### src/rtl/umi_regbank_pkg.sv
// umi_regbank_pkg: shared decode constants and byte-lane helpers for the UMI register bank
package umi_regbank_pkg;
  localparam int RW_DEF = 64;
  localparam int NREG_DEF = 16;
  localparam int BO = $clog2(RW_DEF / 8);
  localparam int IW = $clog2(NREG_DEF);
  function automatic logic [31:0] byte_mask(input logic [3:0] size, input logic [4:0] off);
    logic [63:0] m;
    m = ((64'd1 << (32'd1 << size)) - 64'd1) << off;
    return m[31:0];
  endfunction
  function automatic logic legal_access(input logic [3:0] size, input logic [4:0] off, input int bo);
    return (int'(size) <= bo) && ((off & 5'((32'd1 << size) - 32'd1)) == 5'd0);
  endfunction
endpackage

### src/rtl/umi_regbank_wmask.sv
// umi_regbank_wmask: size/offset to lane masks, shifted write data and legality
module umi_regbank_wmask
  import umi_regbank_pkg::*;
#(
  parameter int RW = 64
) (
  input  logic [3:0]    size,
  input  logic [4:0]    off,
  input  logic [RW-1:0] wrdata,
  output logic [RW-1:0] wmask,
  output logic [RW-1:0] rmask,
  output logic [RW-1:0] wdata,
  output logic          legal
);
  localparam int NB = RW / 8;
  localparam int BOFF = $clog2(NB);
  logic [NB-1:0] bw, br;
  always_comb begin
    bw = NB'(byte_mask(size, off));
    br = NB'(byte_mask(size, 5'd0));
    for (int b = 0; b < NB; b++) begin
      wmask[8*b +: 8] = {8{bw[b]}};
      rmask[8*b +: 8] = {8{br[b]}};
    end
    wdata = wrdata << {off, 3'b000};
    legal = legal_access(size, off, BOFF);
  end
endmodule

### src/rtl/umi_regbank.sv
// umi_regbank: RW register bank with W1C status register and interrupt behind the UMI register interface
module umi_regbank
  import umi_regbank_pkg::*;
#(
  parameter int AW = 64,
  parameter int RW = RW_DEF,
  parameter int NREG = NREG_DEF,
  parameter int STATUSIDX = 0,
  parameter int IRQENIDX = 1
) (
  input  logic               clk,
  input  logic               reset,
  input  logic [AW-1:0]      reg_addr,
  input  logic               reg_write,
  input  logic               reg_read,
  input  logic [3:0]         reg_size,
  input  logic [RW-1:0]      reg_wrdata,
  output logic [RW-1:0]      reg_rddata,
  output logic               reg_err,
  output logic [NREG*RW-1:0] ctrl_q,
  input  logic [RW-1:0]      status_set,
  output logic               irq
);
  localparam int BOFF = $clog2(RW / 8);
  localparam int IDXW = $clog2(NREG);
  logic [4:0] off;
  logic [IDXW-1:0] idx;
  logic [RW-1:0] wm, rm, wd, rd_val, rddata_q, rddata_d;
  logic legal, wen, err_q, err_d, irq_q, irq_d;
  logic [RW-1:0] regs_q [NREG];
  logic [RW-1:0] regs_d [NREG];
  assign off = 5'(reg_addr & AW'(RW / 8 - 1));
  assign idx = IDXW'(reg_addr >> BOFF);
  umi_regbank_wmask #(.RW(RW)) u_wmask (
    .size(reg_size), .off(off), .wrdata(reg_wrdata),
    .wmask(wm), .rmask(rm), .wdata(wd), .legal(legal)
  );
  always_comb begin
    wen = 1'b0;
    rd_val = (regs_q[idx] >> {off, 3'b000}) & rm;
    rddata_d = (reg_read && !reg_write) ? (legal ? rd_val : '0) : rddata_q;
    err_d = (reg_read || reg_write) && (!legal || (reg_read && reg_write));
    irq_d = |(regs_q[STATUSIDX] & regs_q[IRQENIDX]);
    for (int i = 0; i < NREG; i++) begin
      wen = reg_write && legal && (idx == IDXW'(i));
      // hardware set is ORed last so it beats a same-cycle software clear
      regs_d[i] = (i == STATUSIDX) ? ((regs_q[i] & ~(wen ? (wd & wm) : '0)) | status_set)
                                   : (wen ? ((regs_q[i] & ~wm) | (wd & wm)) : regs_q[i]);
      ctrl_q[i*RW +: RW] = regs_q[i];
    end
  end
  always_ff @(posedge clk or posedge reset) begin
    if (reset) begin
      for (int i = 0; i < NREG; i++) regs_q[i] <= '0;
      rddata_q <= '0;
      err_q <= 1'b0;
      irq_q <= 1'b0;
    end else begin
      regs_q <= regs_d;
      rddata_q <= rddata_d;
      err_q <= err_d;
      irq_q <= irq_d;
    end
  end
  assign reg_rddata = rddata_q;
  assign reg_err = err_q;
  assign irq = irq_q;
endmodule

### config.mk
export PLATFORM = sky130hd
export DESIGN_NAME = umi_regbank
export DESIGN_NICKNAME = d
export VERILOG_FILES = /design/src/rtl/umi_regbank_pkg.sv /design/src/rtl/umi_regbank_wmask.sv /design/src/rtl/umi_regbank.sv
export SDC_FILE = /design/constraint.sdc
export NUM_CORES = 2
export LEC_CHECK = 0
export CORE_AREA = 5 5 500 502
export CTS_CLUSTER_DIAMETER = 40
export DETAILED_ROUTE_END_ITERATION = 16
export DIE_AREA = 0 0 505 507
export GPL_TIMING_DRIVEN = 0
export PLACE_DENSITY = 0.53
export SLEW_MARGIN = 30
export SYNTH_ARGS = -nofsm -noshare
export SYNTH_HDL_FRONTEND = slang
export SYNTH_SLANG_ARGS = --single-unit
### constraint.sdc
create_clock -name clk -period 55 [get_ports clk]
set_input_delay 11 -clock clk [delete_from_list [all_inputs] [get_ports clk]]
set_output_delay 11 -clock clk [all_outputs]
set_load 0.03 [all_outputs]
==> results.tsv <==
metric	value	unit
place.gp.congestion	0.988	
crit_type	in2reg	
crit_buf_inv	5	
switching_share	0.288	
synth-seq-cells	1090	
tightest_slew	1.09	ns
wl_per_cell	43.9	microns
start_kind	input port	
track_usage	0.313	
finalCoreUtilization	0.327	
peakVddDrop	0.0294	mV
synthToLayoutAreaGrowth	50.4	%
cp_data_required_time	55.70	ns
cts_tree	built	
grt.overflow.total	0	
cts_resized	0	
yosysSeqAreaShare	0.512	
cts_inserted_buffers	220	
clock-skew-final	0.0637	ns
critical_path.max_stage_delay	0.87	ns
p_int	0.00187	W
synth.distinct_cells	93	
grt_pass1_vias	50000	
syn_nets	4674	
clkPwrFrac	0.551	
die_h	507	microns
combinationalPowerShare	0.127	
finalHoldViolCount	0	
power.switching	0.000755	W
drt_iter0_markers	5645	
async_flop_share	1.00	
cellPowerDensity	32.8	nW/um^2
postSynthCellCount	4472	
setup_tns	0	ns
synth.avg_cell_area	11.9	sq um
relSlewSlack	0.255	
ys_warn_count	0	
period_share	0.283	
die_area	256000	sq um
run_status	complete, no violations	
crit_arrival	16.28	ns
post_cts_buffers	0	
clk_latency	0.88	ns
layout-drive-gt1-share	0.253	
start_util	0.217	
drc	0	
die_x	505	microns
routed_wl	416	mm
cts_hold_buffers	0	
reg2reg_to	reg_rddata[35]$_DFFE_PP0P_	
min_period	15.58	ns
viasPerCell	5.34	
synth_edf_count	0	
crit_top_cell	buf_2	
setup_violations	0	
yosys_most_used_dff	dfrtp_1	
port_buffers	1224	
r2r_slack	51.40	ns
dp_hpwl	345	mm
hold_class	reg2reg	
clock_path_buffers	3	
cp_max_fo	10	
rr_startpoint	ctrl_q[35]$_DFF_PP0_	
ant_nets	0	
cts-htree-levels	4	
fp-row-count	182	
slew_viol_final	0	
clock-sinks	1090	
drv_cap	0	
rsz0062_at_grt	false	
cts.clk_slew.worst_paths	0.05	ns
seqPwrFrac	0.322	
first_pass_iters	8	
path_depth	10	
fillerInstances	24400	
r2r_cells	6	
fmax	64.2	MHz
worst_path_max_delay_cell	mux2i_1	
endpoint_kind	register	
cpLargestDelayFamily	buffers and inverters	
startpoint	reg_addr[4]	
regArea	27300	sq um
antenna_found_initial	92	
multi_input_area	25200	sq um
crit_chain	clkdlybuf4s50_1 -> buf_2 -> buf_2 -> buf_2 -> clkbuf_2 -> mux2_2 -> mux2i_1 -> o221ai_1 -> a22oi_1 -> o21ai_0	
coreArea	245000	sq um
ioPinCount	1290	
grt_max_degree	92	
cts_root_buf	clkbuf_16	
vias	50500	
p_leak	33.4	nW
grt_first_pass_wirelength	531	mm
crit_path_end	reg_rddata[35]$_DFFE_PP0P_	
nets	6220	
syn-cell-area	53200	sq um
[tightest hold or removal path, cell delays in order, from the launching register on]
cell     delay, ns
dfrtp_1       0.34
nand2_1       0.05
o21ai_0       0.06
[cell families (layout without fill, tap and decap cells)]
family                   Yosys count  in the layout  synth area share
other                              1             39         0.0000705
XOR/XNOR                           5              5          0.000823
multiplexers                     964            964             0.247
AO/OA/AOI/OAI                    987            987             0.116
AND/OR/NAND/NOR                 1081           1081            0.0971
buffers and inverters            341           2073            0.0263
adder cells (fa/ha/maj)            3              3          0.000658
flip-flops                      1090           1090             0.512
[routing by layer]
metal | part of all wire | track usage
met3 | 0.10 | 0.115
met1 | 0.38 | 0.375
met5 | 0.00077 | 0
met2 | 0.45 | 0.497
met4 | 0.061 | 0.156
[per-stage QoR]
step | setup slack, ns | hold slack [ns] | std cells | total power (W) | area [sq um]
2_1_floorplan | 13.31 | 0.657 | 4472 | 0.000990 | 53200
3_3_place_gp | -1.52 | 0.464 | 8916 | 0.00117 | 69500
3_5_place_dp | 38.53 | 0.472 | 9012 | 0.00119 | 72000
4_1_cts | 39.45 | 0.481 | 9420 | 0.00263 | 79900
5_1_grt | 39.42 | 0.509 | 9433 | 0.00268 | 80000
6_report | 39.42 | 0.481 | 9462 | 0.00263 | 80100
[layout by cell type (no fill, tap or decap), types with 30 or more instances in the layout]
cell type           n
a22oi_1            40
clkbuf_16         222
nand2b_1           53
nand4_1            32
bufinv_16          36
mux2i_1           163
diode_2            38
buf_16             37
clkdlybuf4s50_1  1223
o21ai_0           367
clkbuf_1          195
nand3_1            47
o22ai_1            55
a22o_1             44
mux4_2            219
dfrtp_1          1088
mux2_2            553
buf_2              98
a221oi_1           33
a21o_1             46
nor2_1            276
a21oi_1           193
clkinv_2           33
nand2_1           491
o211ai_1           34
a211oi_1           30
[worst min-delay path by stage]
stage,from,to,cells past startpoint
detailed placement,reg_rddata[62]$_DFFE_PP0P_,reg_rddata[62]$_DFFE_PP0P_,2
CTS,reg_rddata[62]$_DFFE_PP0P_,reg_rddata[62]$_DFFE_PP0P_,2
global route,reg_rddata[48]$_DFFE_PP0P_,reg_rddata[48]$_DFFE_PP0P_,2
global placement,reg_rddata[62]$_DFFE_PP0P_,reg_rddata[62]$_DFFE_PP0P_,2
floorplan,register,register,2
finish,reg_rddata[48]$_DFFE_PP0P_,reg_rddata[48]$_DFFE_PP0P_,2
[area by class of cell]
| class | count | area share |
|---|---|---|
| Buffer | 330 | 0.0178 |
| Antenna cell | 38 | 0.00119 |
| Clock buffer | 264 | 0.0747 |
| Clock inverter | 144 | 0.0247 |
| Inverter | 11 | 0.000610 |
| Multi-Input combinational cell | 3041 | 0.315 |
| Tap cell | 3220 | 0.0503 |
| Timing Repair Buffer | 1324 | 0.175 |
| Sequential cell | 1090 | 0.341 |
[synthesized netlist by cell type (46+ instances only)]
| master | count | area [sq um] |
|---|---|---|
| a21o_1 | 46 | 345 |
| a21oi_1 | 201 | 1010 |
| mux2i_1 | 183 | 1830 |
| nor2_1 | 279 | 1050 |
| nand2b_1 | 53 | 332 |
| clkbuf_1 | 206 | 773 |
| buf_1 | 53 | 199 |
| buf_2 | 61 | 305 |
| o21ai_0 | 383 | 1920 |
| mux2_2 | 553 | 6230 |
| dfrtp_1 | 1090 | 27300 |
| nand2_1 | 493 | 1850 |
| mux4_2 | 219 | 4930 |
| nand3_1 | 47 | 235 |
| o22ai_1 | 55 | 344 |
[power groups by stage]
stage / clock [W] / sequential, W / combinational, W
2_1_floorplan: 0 / 0.000883 / 0.000107
3_3_place_gp: 0 / 0.000859 / 0.000308
5_1_grt: 0.00149 / 0.000845 / 0.000344
4_1_cts: 0.00146 / 0.000844 / 0.000334
6_report: 0.00145 / 0.000845 / 0.000335
3_5_place_dp: 0 / 0.000857 / 0.000333
(Power assumes the default switching activity.)
